<file path="config.mk">
export PLATFORM = sky130hd
export DESIGN_NAME = mos6502_mailbox_responder
export DESIGN_NICKNAME = d
export VERILOG_FILES = /design/src/rtl/mos6502_mbx_pkg.sv /design/src/rtl/mbx_sync_fifo.sv /design/src/rtl/mos6502_mailbox_responder.sv
export SDC_FILE = /design/constraint.sdc
export NUM_CORES = 1
export LEC_CHECK = 0
export CORE_ASPECT_RATIO = 1.75
export CORE_UTILIZATION = 50
export CTS_CLUSTER_DIAMETER = 60
export CTS_CLUSTER_SIZE = 14
export DETAILED_ROUTE_END_ITERATION = 12
export PLACE_DENSITY = 0.68
export REMOVE_ABC_BUFFERS = 1
export SLEW_MARGIN = 20
export SYNTH_ARGS = -nofsm -noshare
export SYNTH_HDL_FRONTEND = slang
export SYNTH_SLANG_ARGS = --single-unit
</file>
<file path="constraint.sdc">
create_clock -name wb_clk_i -period 3.77 [get_ports wb_clk_i]
set_input_delay 0.754 -clock wb_clk_i [delete_from_list [all_inputs] [get_ports wb_clk_i]]
set_output_delay 0.754 -clock wb_clk_i [all_outputs]
set_load 0.005 [all_outputs]
</file>
<file path="src/rtl/mos6502_mbx_pkg.sv">
// Shared definitions for the 6502 mailbox responder.
// Contents: register offsets within the 16-byte window, STATUS bit indices
// and IRQ_EN bit indices. There are no ports; other files import this package.
package mos6502_mbx_pkg;

    // Register offsets (cpu_ab[3:0])
    localparam logic [3:0] OFF_DATA    = 4'h0;
    localparam logic [3:0] OFF_STATUS  = 4'h1;
    localparam logic [3:0] OFF_IRQ_EN  = 4'h2;
    localparam logic [3:0] OFF_H2C_CNT = 4'h3;
    localparam logic [3:0] OFF_C2H_CNT = 4'h4;
    localparam logic [3:0] OFF_SCRATCH = 4'h5;

    // STATUS bit positions
    localparam int ST_H2C_NE   = 0;
    localparam int ST_C2H_FULL = 1;
    localparam int ST_OVF      = 2;
    localparam int ST_UNF      = 3;
    localparam int ST_IRQ      = 4;

    // IRQ_EN bit positions
    localparam int IE_H2C_NE    = 0;
    localparam int IE_C2H_EMPTY = 1;

endpackage

</file>
<file path="src/rtl/mbx_sync_fifo.sv">
// Synchronous first-word-fall-through FIFO used for both mailbox directions.
// Ports:
//   wb_clk_i, rst_n   clock and synchronous active-low reset (flushes contents)
//   push, din         write request and data
//   pop, dout         read request; dout is the current head, valid while !empty
//   full, empty       occupancy flags
//   count             occupancy 0..DEPTH
// A push while full is accepted only if a pop happens on the same edge.
// A pop while empty is ignored.
module mbx_sync_fifo #(
    parameter int WIDTH = 8,
    parameter int DEPTH = 8
) (
    input  logic                       wb_clk_i,
    input  logic                       rst_n,
    input  logic                       push,
    input  logic                       pop,
    input  logic [WIDTH-1:0]           din,
    output logic [WIDTH-1:0]           dout,
    output logic                       full,
    output logic                       empty,
    output logic [$clog2(DEPTH):0]     count
);
    localparam int PTR_W = $clog2(DEPTH);
    localparam int CNT_W = PTR_W + 1;

    logic [WIDTH-1:0] mem [DEPTH];
    logic [PTR_W-1:0] wr_ptr_reg;
    logic [PTR_W-1:0] rd_ptr_reg;
    logic [CNT_W-1:0] count_reg;
    logic             do_push;
    logic             do_pop;

    assign empty   = (count_reg == '0);
    assign full    = (count_reg == CNT_W'(DEPTH));
    assign do_pop  = pop & ~empty;
    assign do_push = push & (~full | do_pop);
    assign count   = count_reg;
    // Fall-through head: combinational read of the entry at the read pointer
    assign dout    = mem[rd_ptr_reg];

    // Storage carries no reset; the pointers define what is valid.
    always_ff @(posedge wb_clk_i) begin
        if (do_push) begin
            mem[wr_ptr_reg] <= din;
        end
    end

    // Pointers wrap naturally because DEPTH is a power of two.
    always_ff @(posedge wb_clk_i) begin
        if (!rst_n) begin
            wr_ptr_reg <= '0;
            rd_ptr_reg <= '0;
            count_reg  <= '0;
        end else begin
            if (do_push) begin
                wr_ptr_reg <= wr_ptr_reg + PTR_W'(1);
            end
            if (do_pop) begin
                rd_ptr_reg <= rd_ptr_reg + PTR_W'(1);
            end
            case ({do_push, do_pop})
                2'b10:   count_reg <= count_reg + CNT_W'(1);
                2'b01:   count_reg <= count_reg - CNT_W'(1);
                default: count_reg <= count_reg;
            endcase
        end
    end

endmodule

</file>
<file path="src/rtl/mos6502_mailbox_responder.sv">
// 6502 bus responder: 16-byte register window with registered read data,
// two byte FIFOs (host->CPU and CPU->host), sticky OVF/UNF flags and a
// level-sensitive active-low IRQ.
// Ports:
//   wb_clk_i, rst_n                 clock, synchronous active-low reset
//   cpu_ab, cpu_do, cpu_we          6502 address, write data, write enable
//   cpu_di, hit_o                   registered read data and read-hit flag
//   irq_n                           registered interrupt request, active low
//   h2c_data/h2c_valid/h2c_ready    host -> CPU byte stream
//   c2h_data/c2h_valid/c2h_ready    CPU -> host byte stream (FIFO head)
module mos6502_mailbox_responder
    import mos6502_mbx_pkg::*;
#(
    parameter logic [15:0] BASE_ADDR  = 16'hD000,
    parameter int          FIFO_DEPTH = 8
) (
    input  logic        wb_clk_i,
    input  logic        rst_n,
    input  logic [15:0] cpu_ab,
    input  logic [7:0]  cpu_do,
    input  logic        cpu_we,
    output logic [7:0]  cpu_di,
    output logic        hit_o,
    output logic        irq_n,
    input  logic [7:0]  h2c_data,
    input  logic        h2c_valid,
    output logic        h2c_ready,
    output logic [7:0]  c2h_data,
    output logic        c2h_valid,
    input  logic        c2h_ready
);
    localparam int CNT_W = $clog2(FIFO_DEPTH) + 1;

    logic [3:0]       off;
    logic             sel, rd, wr;
    logic             rd_data, wr_data;
    logic             h2c_push, h2c_pop, c2h_push, c2h_pop;
    logic             h2c_full, h2c_empty, c2h_full, c2h_empty;
    logic [7:0]       h2c_head;
    logic [CNT_W-1:0] h2c_count, c2h_count;
    logic             ovf_set, unf_set;
    logic             irq_cond;
    logic [7:0]       rdata;
    logic             ovf_next, unf_next;

    logic [7:0]       cpu_di_reg;
    logic             hit_reg;
    logic             irq_n_reg;
    logic             ovf_reg, unf_reg;
    logic [1:0]       irq_en_reg;
    logic [7:0]       scratch_reg;
    logic             ready_en_reg;

    assign sel     = (cpu_ab[15:4] == BASE_ADDR[15:4]);
    assign off     = cpu_ab[3:0];
    assign rd      = sel & ~cpu_we;
    assign wr      = sel & cpu_we;
    assign rd_data = rd & (off == OFF_DATA);
    assign wr_data = wr & (off == OFF_DATA);

    // ready_en_reg holds h2c_ready low through reset and the release edge
    assign h2c_ready = ready_en_reg & ~h2c_full;
    assign h2c_push  = h2c_valid & h2c_ready;
    // Every DATA read cycle pops, dummy reads included
    assign h2c_pop   = rd_data & ~h2c_empty;
    assign unf_set   = rd_data & h2c_empty;

    assign c2h_valid = ~c2h_empty;
    assign c2h_pop   = c2h_valid & c2h_ready;
    // A full C2H still takes a CPU byte if the host frees a slot on the same edge
    assign c2h_push  = wr_data & (~c2h_full | c2h_pop);
    assign ovf_set   = wr_data & c2h_full & ~c2h_pop;

    assign irq_cond = (irq_en_reg[IE_H2C_NE] & ~h2c_empty) |
                      (irq_en_reg[IE_C2H_EMPTY] & c2h_empty);

    mbx_sync_fifo #(.WIDTH(8), .DEPTH(FIFO_DEPTH)) u_h2c_fifo (
        .wb_clk_i (wb_clk_i),
        .rst_n    (rst_n),
        .push     (h2c_push),
        .pop      (h2c_pop),
        .din      (h2c_data),
        .dout     (h2c_head),
        .full     (h2c_full),
        .empty    (h2c_empty),
        .count    (h2c_count)
    );

    mbx_sync_fifo #(.WIDTH(8), .DEPTH(FIFO_DEPTH)) u_c2h_fifo (
        .wb_clk_i (wb_clk_i),
        .rst_n    (rst_n),
        .push     (c2h_push),
        .pop      (c2h_pop),
        .din      (cpu_do),
        .dout     (c2h_data),
        .full     (c2h_full),
        .empty    (c2h_empty),
        .count    (c2h_count)
    );

    // Read mux, evaluated on pre-edge state
    always_comb begin
        rdata = 8'h00;
        case (off)
            OFF_DATA:    rdata = h2c_empty ? 8'h00 : h2c_head;
            OFF_STATUS:  rdata = {3'b000, irq_cond, unf_reg, ovf_reg, c2h_full, ~h2c_empty};
            OFF_IRQ_EN:  rdata = {6'b000000, irq_en_reg};
            OFF_H2C_CNT: rdata = 8'(h2c_count);
            OFF_C2H_CNT: rdata = 8'(c2h_count);
            OFF_SCRATCH: rdata = scratch_reg;
            default:     rdata = 8'h00;
        endcase
    end

    // Sticky flags: W1C first, a set on the same edge overrides it
    always_comb begin
        ovf_next = ovf_reg;
        unf_next = unf_reg;
        if (wr && off == OFF_STATUS) begin
            if (cpu_do[ST_OVF]) ovf_next = 1'b0;
            if (cpu_do[ST_UNF]) unf_next = 1'b0;
        end
        if (ovf_set) ovf_next = 1'b1;
        if (unf_set) unf_next = 1'b1;
    end

    always_ff @(posedge wb_clk_i) begin
        if (!rst_n) begin
            cpu_di_reg   <= 8'h00;
            hit_reg      <= 1'b0;
            irq_n_reg    <= 1'b1;
            ovf_reg      <= 1'b0;
            unf_reg      <= 1'b0;
            irq_en_reg   <= 2'b00;
            scratch_reg  <= 8'h00;
            ready_en_reg <= 1'b0;
        end else begin
            cpu_di_reg   <= rd ? rdata : 8'h00;
            hit_reg      <= rd;
            irq_n_reg    <= ~irq_cond;
            ovf_reg      <= ovf_next;
            unf_reg      <= unf_next;
            ready_en_reg <= 1'b1;
            if (wr && off == OFF_IRQ_EN)  irq_en_reg  <= cpu_do[1:0];
            if (wr && off == OFF_SCRATCH) scratch_reg <= cpu_do;
        end
    end

    assign cpu_di = cpu_di_reg;
    assign hit_o  = hit_reg;
    assign irq_n  = irq_n_reg;

endmodule

</file>
Yosys cells after proc, flatten, opt, wreduce, memory -nomap -nowiden
Memories as Yosys holds them, arrays and structs flattened. A register that Yosys moved wholly into a read port is not among the register bits.
Cells that the tools add are included.
Widths: inputs -> output; s select.
{"block": "op_classes", "addsub": 8, "multipliers": 0, "div": 0, "n_lt_le_gt_ge": 0, "n_eq_ne": 12, "shifts": 0, "muxes": 19, "bitwise": 29, "n_reduce_logical": 15}
{"operator": "$pmux 8 s6", "count": 1}
{"operator": "$and 1x1->1", "count": 18}
{"operator": "$pmux 4 s2", "count": 2}
{"operator": "$add 3x1->3 const B", "count": 4}
{"operator": "$eq 12x12->1 const B", "count": 1}
{"operator": "$logic_not 4->1", "count": 3}
{"operator": "$mux 3", "count": 4}
{"operator": "$reduce_bool 2->1", "count": 6}
{"operator": "$mux 1", "count": 11}
{"operator": "$add 4x1->4 const B", "count": 2}
{"operator": "$eq 4x2->1 const B", "count": 2}
{"operator": "$eq 4x3->1 const B", "count": 2}
{"operator": "$eq 4x4->1 const B", "count": 2}
{"operator": "$mux 8", "count": 1}
{"operator": "$sub 4x1->4 const B", "count": 2}
{"operator": "$not 1->1", "count": 7}
{"operator": "$reduce_and 2->1", "count": 3}
{"operator": "$eq 2x1->1 const B", "count": 2}
{"operator": "$eq 2x2->1 const B", "count": 2}
{"operator": "$eq 4x1->1 const B", "count": 1}
{"operator": "$or 1x1->1", "count": 4}
{"operator": "$logic_and 1x1->1", "count": 3}
{"block": "word_totals", "ff_bits": 43, "latch_bits": 0, "mem_bits_rw": 128, "romBits": 0, "inputBits": 37, "mem_count": 2}
{"memory": "u_c2h_fifo.mem", "words": 8, "width": 8, "read_ports": 1, "rd_clocked_by_memory_dff": 1, "wr": 1, "line_no": "mbx_sync_fifo.sv:27", "source": "logic [WIDTH-1:0] mem [DEPTH];"}
{"memory": "u_h2c_fifo.mem", "words": 8, "width": 8, "read_ports": 1, "rd_clocked_by_memory_dff": 1, "wr": 1, "line_no": "mbx_sync_fifo.sv:27"}

Longest topological paths before layout
Gate-level depths: netlist of run 1.
{"block": "logic_depth", "word_depth": 9, "ltp_mapped": 12, "mapped_depth_nobuf": 10}

Cells and area by module
Synthesis of run 1 repeated with hierarchy kept, for this count alone.
{"block": "hier_totals", "cells_unflattened": 484, "hier_area_um2": 7578.5}
{"mod": "mbx_sync_fifo", "n_inst": 2, "cells_each": 176, "area_per_inst_um2": 3204.3, "seq_area_each_um2": 2182.1}
{"mod": "mos6502_mailbox_responder", "n_inst": 1, "cells_each": 132, "area_per_inst_um2": 1169.9, "seq_area_each_um2": 460.4}

Least setup slack after synthesis of run 1
No wires, ideal clock.
{"block": "synth_path", "kind": "in2reg", "start": "input port cpu_ab[3]", "end": "register u_c2h_fifo.count_reg[2], in the netlist u_c2h_fifo.count[2]", "setup_ps": 70, "arrival_time_ps": 2799, "required_ps": 3700, "slack_ps": 901, "cell_stages": 11, "path_buffers": 1, "cell_sequence": "buf_2 -> nor4_4 -> and4_1 -> nand3_1 -> ha_1 -> xor2_1 -> ha_1 -> a21oi_1 -> xor2_1 -> or3_1 -> a21oi_1"}
{"block": "synth_via", "elab_chain_len": 6, "elab_cells_between_ends": 8}
{"element": "start: declaration", "line_no": "mos6502_mailbox_responder.sv:19", "source": "input logic [15:0] cpu_ab,"}
{"element": "$logic_not 4->1 *", "line_no": "mos6502_mailbox_responder.sv:59", "source": "assign wr_data = wr & (off == OFF_DATA);"}
{"element": "$and 1x1->1 *", "line_no": "mos6502_mailbox_responder.sv:59"}
{"element": "$and 1x1->1 *", "line_no": "mos6502_mailbox_responder.sv:71", "source": "assign c2h_push = wr_data & (~c2h_full | c2h_pop);"}
{"element": "$and 1x1->1 *", "line_no": "mbx_sync_fifo.sv:37", "source": "assign do_push = push & (~full | do_pop);"}
{"element": "$eq 2x1->1 / $eq 2x2->1 (equally long branches)", "line_no": "mbx_sync_fifo.sv:62", "source": "case ({do_push, do_pop})"}
{"element": "$pmux 4 s2 / $reduce_bool 2->1 (equally long branches)"}
{"element": "end signal: assignment", "line_no": "mbx_sync_fifo.sv:63", "source": "2'b10: count_reg <= count_reg + CNT_W'(1);"}
{"element": "end signal: assignment", "line_no": "mbx_sync_fifo.sv:64", "source": "2'b01: count_reg <= count_reg - CNT_W'(1);"}
{"element": "end signal: assignment", "line_no": "mbx_sync_fifo.sv:65", "source": "default: count_reg <= count_reg;"}
{"element": "end: declaration", "line_no": "mbx_sync_fifo.sv:30", "source": "logic [CNT_W-1:0] count_reg;"}
Mark *: on every way between the ends. The rest lies on a longest branch, timed or not.
A chain may end at the register's enable or synchronous reset.

==> results of run 1 <==
## cell usage after synthesis, types with 5 or more instances
master                     number  area [sq um]
sky130_fd_sc_hd__o21ai_0       18         90.09
sky130_fd_sc_hd__nor2b_1        5         31.28
sky130_fd_sc_hd__mux2_2        17         191.4
sky130_fd_sc_hd__inv_1          5         18.77
sky130_fd_sc_hd__nand2_1       14         52.55
sky130_fd_sc_hd__a21oi_1       27         135.1
sky130_fd_sc_hd__nand4_1        6         37.54
sky130_fd_sc_hd__dfxtp_1       49         980.9
sky130_fd_sc_hd__xor2_1         9         78.83
sky130_fd_sc_hd__nand2b_1       7         43.79
sky130_fd_sc_hd__mux4_2        32         720.7
sky130_fd_sc_hd__nand3b_1       6         45.04
sky130_fd_sc_hd__nor2_1        29         108.9
sky130_fd_sc_hd__ha_1          10         125.1
sky130_fd_sc_hd__clkbuf_1      12         45.04
sky130_fd_sc_hd__edfxtp_1     128          3844
sky130_fd_sc_hd__nand3_1       21         105.1
sky130_fd_sc_hd__buf_2         10         50.05
sky130_fd_sc_hd__a22oi_1        5         37.54
sky130_fd_sc_hd__mux2i_1        6         60.06
## stage by stage
step,utilization,hold WS (ns),setup slack (ns)
3_5_place_dp,0.5703,0.4678,0.2566
6_report,0.6124,0.4722,0.6127
3_3_place_gp,0.5703,0.4659,0.3262
4_1_cts,0.6124,0.4748,0.5751
2_1_floorplan,-,0.4429,0.9898
5_1_grt,0.6124,0.5180,0.5299
## power groups by stage
stage               Clock (mW)  Sequential (mW)  Combinational [mW]
finish                    1.77             2.10               0.128
global route              1.87             2.10               0.138
CTS                       1.80             2.10               0.128
detailed placement           0             2.14               0.128
global placement             0             2.14               0.125
floorplan                    0             2.14              0.0397
## layer usage
layer  routed length, microns  vias to the layer above
met5                        0                        -
met2                     8529                       86
li1                         -                     2006
met4                      499                        0
met1                     5204                     2092
met3                      395                       36
## worst paths after layout
check | endpoint | startpoint | cells after the start
setup / recovery | c2h_data[0] | flop | 3
hold reg to reg | cpu_di[4] | scratch_reg[4] | 2
setup reg to reg | u_c2h_fifo.count[2] | u_c2h_fifo.count[3] | 10
hold / removal | cpu_di[4] | scratch_reg[4] | 2
## area by class of cell
| class | instances | share of cell area |
|---|---|---|
| sequential | 177 | 0.5511 |
| multi-input combinational | 268 | 0.2685 |
| timing repair buffer | 79 | 0.08375 |
| clock buffer | 17 | 0.04859 |
| tap | 180 | 0.02573 |
| clock inverter | 15 | 0.02015 |
| inverter | 5 | 0.002144 |
## worst max-delay path, delay by kind of cell (launching register included)
kind / cells / cell delay, ns
buffers and inverters: 1 / 0.45
multiplexers: 2 / 0.70
flip-flops: 1 / 0.82
## cells in the final DEF (no fill, tap or decap), types with 3 or more instances in the layout
cell | Yosys | layout
sky130_fd_sc_hd__a21o_1 | 4 | 4
sky130_fd_sc_hd__a21oi_1 | 27 | 27
sky130_fd_sc_hd__mux4_2 | 32 | 32
sky130_fd_sc_hd__mux2_2 | 17 | 17
sky130_fd_sc_hd__ha_1 | 10 | 10
sky130_fd_sc_hd__nor3_1 | 4 | 4
sky130_fd_sc_hd__a31oi_1 | 4 | 4
sky130_fd_sc_hd__inv_6 | 0 | 5
sky130_fd_sc_hd__nor2_1 | 29 | 29
sky130_fd_sc_hd__clkdlybuf4s50_1 | 0 | 56
sky130_fd_sc_hd__o21ai_0 | 18 | 18
sky130_fd_sc_hd__nand3b_1 | 6 | 6
sky130_fd_sc_hd__dfxtp_1 | 49 | 49
sky130_fd_sc_hd__and4_1 | 3 | 3
sky130_fd_sc_hd__mux2i_1 | 6 | 6
sky130_fd_sc_hd__nand3_1 | 21 | 21
sky130_fd_sc_hd__or3_1 | 3 | 3
sky130_fd_sc_hd__o31ai_1 | 3 | 3
sky130_fd_sc_hd__buf_4 | 0 | 23
sky130_fd_sc_hd__nand4_1 | 6 | 6
sky130_fd_sc_hd__nor4_4 | 3 | 3
sky130_fd_sc_hd__nor4b_1 | 4 | 4
sky130_fd_sc_hd__clkbuf_16 | 0 | 17
sky130_fd_sc_hd__nor2b_1 | 5 | 5
sky130_fd_sc_hd__edfxtp_1 | 128 | 128
sky130_fd_sc_hd__a22oi_1 | 5 | 5
sky130_fd_sc_hd__xor2_1 | 9 | 9
sky130_fd_sc_hd__nand2b_1 | 7 | 7
sky130_fd_sc_hd__nand2_1 | 14 | 14
sky130_fd_sc_hd__inv_1 | 5 | 5
## cell families after synthesis
logic type / after synthesis
AND/OR/NAND/NOR: 125
AO/OA/AOI/OAI: 69
multiplexers: 55
buffers and inverters: 30
flip-flops: 177
adder cells (fa/ha/maj): 10
XOR/XNOR: 9
==> Flow_metrics.wiki, run 1 <==
{| class="wikitable"
! Metric !! Value
|-
| Required time at the worst-slack endpoint || 3.02 ns
|-
| Number of enable flip-flop cells after synthesis || 128
|-
| Power density normalized to cell area || 456.7 nW/um^2
|-
| Clock tree from TritonCTS || built
|-
| Slowest CP cell || sky130_fd_sc_hd__dfxtp_1
|-
| Clock Root Buffer || sky130_fd_sc_hd__clkbuf_16
|-
| Worst Hold Class || flop to flop
|-
| Die W || 93.44 microns
|-
| Wire length of the first global-routing pass || 23200 microns
|-
| Setup repair after global routing missed its margin || no
|-
| Fraction of power consumed by the clock network || 0.443
|-
| Largest family of logic cells by synthesized area || multiplexers
|-
| Registers with the most flip-flops || u_c2h_fifo.mem: 64 flops, u_h2c_fifo.mem: 64 flops
|-
| Storage element area || 4825 sq um
|-
| GRT Residual Overflow || 0
|-
| Logic pwr share || 0.032
|-
| Proportion of power drawn by flip-flops and latches || 0.525
|-
| Reg2reg setup slack || 0.99 ns
|-
| Resized Gates After CTS || 0
|-
| Via density per instance || 5.695
|-
| Top FF cell, synth || sky130_fd_sc_hd__edfxtp_1
|-
| Worst vdd ir || 0.0003498 V
|-
| Yosys cell types || 51
|-
| Synth-to-Final Area Change || 19.67%
|-
| Share of layout cells above drive strength 1 || 0.2103
|-
| F_max || 316.7 MHz
|-
| Max-cap violations || 0
|-
| Clock-pin slew on the worst setup and hold paths || 0.07 ns
|-
| Cell-by-cell listing of the critical path || mux4_2, mux2_2, clkdlybuf4s50_1
|-
| Total of hold buffers inserted after clock tree synthesis || 0
|-
| CP max FO || 16
|-
| Post-detailed-route DRC marker count || 0
|-
| Area of the mapped netlist || 7316 sq um
|-
| Gate count after technology mapping || 475
|-
| Sinks on Clock Net || 177
|-
| Port-buffer cells || 56
|-
| Portion of the clock cycle consumed by the worst path in the final layout || 0.8375
|-
| Post-detailed-route count of antenna-violating nets || 0
|-
| Synth Area in Adders || 0.01710
|-
| Global-route met3 utilization || 0.03324
|-
| Max stage delay on crit path || 0.82 ns
|-
| Number of synthesized register bits || 177
|-
| Fraction of registers with async set or reset after synthesis || 0
|-
| Pin count of the biggest net entering global routing || 20
|-
| Worst EP arrival || 2.40 ns
|-
| Capturing element type of the critical path || output pin
|-
| Post-CTS setup buffer count || 0
|-
| Overall power of the completed layout || 3.999 mW
|-
| Setup Skew || 0.009978 ns
|-
| Net switching share of the total power || 0.2120
|-
| Maximum clock path buffer count || 2
|-
| Hpwl dp || 10700 microns
|-
| Post-layout net count || 595
|-
| Finish-stage setup viols || 0
|-
| Initial core utilization || 0.5117
|-
| Skew-Pair Late Insertion Delay || 0.43 ns
|-
| Crit start category || flop
|-
| First-pass iteration count of the detailed router || 4
|-
| Footprint of the multi-input gates || 2351 sq um
|-
| FILL cells || 1084
|-
| Psw || 847.5 uW
|-
| Placement Rows || 58
|-
| Std-Cell Core Area || 14300 sq um
|-
| CTS Buf Count || 17
|-
| # IOs || 57
|-
| Synth warnings || 0
|-
| Sequential element share of the synthesized area || 0.6595
|-
| Total detailed-routing wirelength || 14630 microns
|-
| Number of global-route vias before repair || 4432
|-
| Max Slew Vio Count || 0
|-
| Die span in y || 162.0 microns
|-
| Post-Synth Simple-Gate Area || 0.1043
|-
| Number of antenna cells inserted || 0
|-
| Avg WL per Cell || 19.74 microns
|-
| Violation count after the first detailed-route iteration || 181
|-
| Grt peak-use layer || met2
|-
| Shortest period the worst path allows || 3.157 ns
|-
| Internal || 3.151 mW
|-
| Share of the synthesized netlist area taken by xor and xnor gates || 0.01077
|-
| Compound-Gate Fraction of Synth Area || 0.05627
|-
| Post-placement cell area || 8153 sq um
|-
| Leakage power summed over all cells || 2.854 nW
|-
| Initial antenna violation count || 0
|-
| Final Instance Count excl. Fillers || 741
|-
| Met2 Use GR || 0.4061
|-
| Number of placed instances with taps included || 709
|-
| Fin area || 8755 sq um
|-
| Outcome || finished clean
|-
| Synthesized area per cell || 15.40 sq um
|-
| Met1 layer usage reported by global route || 0.2103
|-
| Final hold viol count || 0
|-
| Maximum level of the CTS H-tree || 4
|-
| Mux contribution to synthesized area || 0.1329
|-
| Via count || 4220
|-
| Final GP Congestion || 0.7937
|-
| Total negative slack || 0 ns
|-
| Total Die Area || 15140 sq um
|-
| Worst-Margin Slew || 0.8939 ns
|-
| Worst relative slew slack || 0.4019
|-
| All-Layer GR Usage || 0.2108
|-
| Path type of the worst setup path || flop to output pin
|}
Note: power is estimated with default switching activity, not from simulation.
==> inputs of run 2 (changes only) <==
--- a/config.mk
+++ b/config.mk
@@ -10,7 +10,7 @@
 export CTS_CLUSTER_DIAMETER = 60
 export CTS_CLUSTER_SIZE = 14
 export DETAILED_ROUTE_END_ITERATION = 12
-export PLACE_DENSITY = 0.68
+export PLACE_DENSITY = 0.71
 export REMOVE_ABC_BUFFERS = 1
 export SLEW_MARGIN = 20
 export SYNTH_ARGS = -nofsm -noshare
==> constraint.sdc (replaced) <==
create_clock -name wb_clk_i -period 2.9 [get_ports wb_clk_i]
set_input_delay 0.58 -clock wb_clk_i [delete_from_list [all_inputs] [get_ports wb_clk_i]]
set_output_delay 0.58 -clock wb_clk_i [all_outputs]
set_load 0.005 [all_outputs]
==> Flow_metrics.wiki, run 2 (synthesis gave the netlist of run 1 again) <==
{| class="wikitable"
! Metric !! Value
|-
| Required time at the worst-slack endpoint || 2.32 ns
|-
| All-Layer GR Usage || 0.2122
|-
| Share of layout cells above drive strength 1 || 0.2457
|-
| Number of cells on the worst reg-to-reg path || 9
|-
| Util after Layout || 0.6272
|-
| First-pass iteration count of the detailed router || 4
|-
| Clock Root Buffer || sky130_fd_sc_hd__clkbuf_16
|-
| Post-detailed-route count of antenna-violating nets || 0
|-
| F_max || 356.5 MHz
|-
| Crit start category || flop
|-
| Setup repair after global routing missed its margin || no
|-
| GRT Residual Overflow || 0
|-
| Port-buffer cells || 56
|-
| Final GP Congestion || 0.8250
|-
| Capturing element type of the critical path || output pin
|-
| Die span in y || 162.0 microns
|-
| Total of hold buffers inserted after clock tree synthesis || 0
|-
| Proportion of power drawn by flip-flops and latches || 0.531
|-
| Max Slew Vio Count || 0
|-
| Synth-to-Final Area Change || 22.56%
|-
| Fraction of power consumed by the clock network || 0.435
|-
| Sinks on Clock Net || 177
|-
| Power density normalized to cell area || 573.2 nW/um^2
|-
| Skew-Pair Late Insertion Delay || 0.42 ns
|-
| Post-detailed-route DRC marker count || 0
|-
| Setup slack after placement || -0.2688 ns
|-
| Psw || 1.170 mW
|-
| Logic pwr share || 0.034
|-
| Most common library cell in the layout ignoring fill and taps || sky130_fd_sc_hd__edfxtp_1
|-
| Number of global-route vias before repair || 4445
|-
| Clock-pin slew on the worst setup and hold paths || 0.07 ns
|-
| Max-cap violations || 0
|-
| Leakage power summed over all cells || 2.985 nW
|-
| Number of antenna cells inserted || 0
|-
| Worst EP arrival || 2.23 ns
|-
| Worst relative slew slack || 0.5179
|-
| Hpwl dp || 11010 microns
|-
| CP max FO || 16
|-
| Final Instance Count excl. Fillers || 766
|-
| Total Die Area || 15140 sq um
|-
| Fin area || 8966 sq um
|-
| Reg2reg setup slack || 0.21 ns
|-
| Avg WL per Cell || 19.73 microns
|-
| Pin count of the biggest net entering global routing || 20
|-
| Hold path cells || 2
|-
| Std-Cell Core Area || 14300 sq um
|-
| Initial antenna violation count || 0
|-
| Finish-stage setup viols || 0
|-
| Placement Rows || 58
|-
| CTS Buf Count || 17
|-
| Net switching share of the total power || 0.2276
|-
| Via count || 4387
|-
| Hold path endpoint || u_c2h_fifo.rd_ptr_reg[1]
|-
| Total negative slack || 0 ns
|-
| Post-Route Hold Slack || 0.4840 ns
|-
| Post-layout net count || 620
|-
| Launch point of the worst reg-to-reg path || u_h2c_fifo.count[0]
|-
| Number of placed instances with taps included || 733
|-
| Worst-Margin Slew || 0.7222 ns
|-
| Setup Skew || 0.01211 ns
|-
| Outcome || finished clean
|-
| Registers with the most flip-flops || u_c2h_fifo.mem: 64 flops, u_h2c_fifo.mem: 64 flops
|-
| Worst Hold Class || flop to flop
|-
| Post-placement cell area || 8358 sq um
|-
| Maximum level of the CTS H-tree || 4
|-
| Overall power of the completed layout || 5.139 mW
|-
| Wire length of the first global-routing pass || 23500 microns
|-
| Die W || 93.44 microns
|-
| Portion of the clock cycle consumed by the worst path in the final layout || 0.9674
|-
| Worst vdd ir || 0.0005393 V
|-
| Final hold viol count || 0
|-
| Violation count after the first detailed-route iteration || 204
|-
| Worst-case setup margin in the final layout || 0.09467 ns
|-
| Endpoint of the worst-slack reg-to-reg timing path || u_h2c_fifo.count[2]
|-
| Initial core utilization || 0.5117
|-
| Path type of the worst setup path || flop to output pin
|-
| Hold path startpoint || u_c2h_fifo.rd_ptr_reg[1]
|-
| Internal || 3.969 mW
|-
| Clock tree from TritonCTS || built
|-
| Total detailed-routing wirelength || 15110 microns
|-
| Shortest period the worst path allows || 2.805 ns
|-
| # IOs || 57
|-
| Via density per instance || 5.727
|-
| Maximum clock path buffer count || 2
|-
| FILL cells || 1042
|-
| Leading cell types in the layout, fill and taps excluded || 128 x sky130_fd_sc_hd__edfxtp_1, 56 x sky130_fd_sc_hd__clkdlybuf4s50_1, 49 x sky130_fd_sc_hd__dfxtp_1
|}
==> run 2: how the worst max path moves through the flow <==
stage | start | end | slack (ns) | cells past startpoint
2_1_floorplan | cpu_ab[5] | u_c2h_fifo.count[2] | 0.29 | 10
3_3_place_gp | cpu_ab[0] | u_h2c_fifo.count[2] | -0.17 | 12
3_5_place_dp | cpu_ab[0] | u_h2c_fifo.count[2] | -0.27 | 12
4_1_cts | flop | c2h_data[5] | 0.05 | 4
5_1_grt | cpu_ab[2] | u_c2h_fifo.count[2] | 0.002 | 11
6_report | flop | c2h_data[5] | 0.09 | 4
==> run 2: repair_timing <==
action	CTS	global route
setup buffers	0	1
setup endpoints to repair	0	1
endpoints found under the hold margin	0	0
gates resized for setup	0	2
==> run 2: critical path, cell delays in order, from the launching register on <==
cell and delay [ns]:
sky130_fd_sc_hd__dfxtp_1 0.37, sky130_fd_sc_hd__buf_12 0.19, sky130_fd_sc_hd__mux4_2 0.51, sky130_fd_sc_hd__mux2_2 0.28
sky130_fd_sc_hd__clkdlybuf4s50_1 0.45
==> run 2: layout make-up <==
type                       instances  area, sq um  area share
inverter                           5        18.77    0.002093
tap                              180        225.2     0.02512
multi-input combinational        268         2356      0.2628
clock buffer                      17        425.4     0.04745
sequential                       177         4825      0.5381
clock inverter                    15        170.2     0.01898
timing repair buffer             104        945.9      0.1055
==> run 2: power groups by stage <==
stage          clock [mW]  combinational [mW]  sequential [mW]
3_5_place_dp            0               0.176             2.78
4_1_cts              2.28               0.177             2.73
3_3_place_gp            0               0.170             2.78
5_1_grt              2.37               0.190             2.73
2_1_floorplan           0              0.0516             2.78
6_report             2.23               0.177             2.73
==> run 2: routing by layer <==
layer / share of wire / routed length [microns] / global-route usage / vias up
met4: 0.027 / 402 / 0.09091 / 0
li1: - / - / - / 2060
met1: 0.36 / 5383 / 0.2156 / 2199
met2: 0.59 / 8937 / 0.4141 / 102
met3: 0.026 / 390 / 0.03418 / 26
met5: 0 / 0 / 0 / -
==> inputs of run 3 (changes only) <==
--- a/config.mk
+++ b/config.mk
@@ -8,7 +8,7 @@
 export CORE_ASPECT_RATIO = 1.75
 export CORE_UTILIZATION = 50
 export CTS_CLUSTER_DIAMETER = 60
-export CTS_CLUSTER_SIZE = 14
+export CTS_CLUSTER_SIZE = 10
 export DETAILED_ROUTE_END_ITERATION = 12
 export PLACE_DENSITY = 0.71
 export REMOVE_ABC_BUFFERS = 1
==> results of run 3 <==
Same layout as run 2: the final DEF is identical, and so are final timing and power.
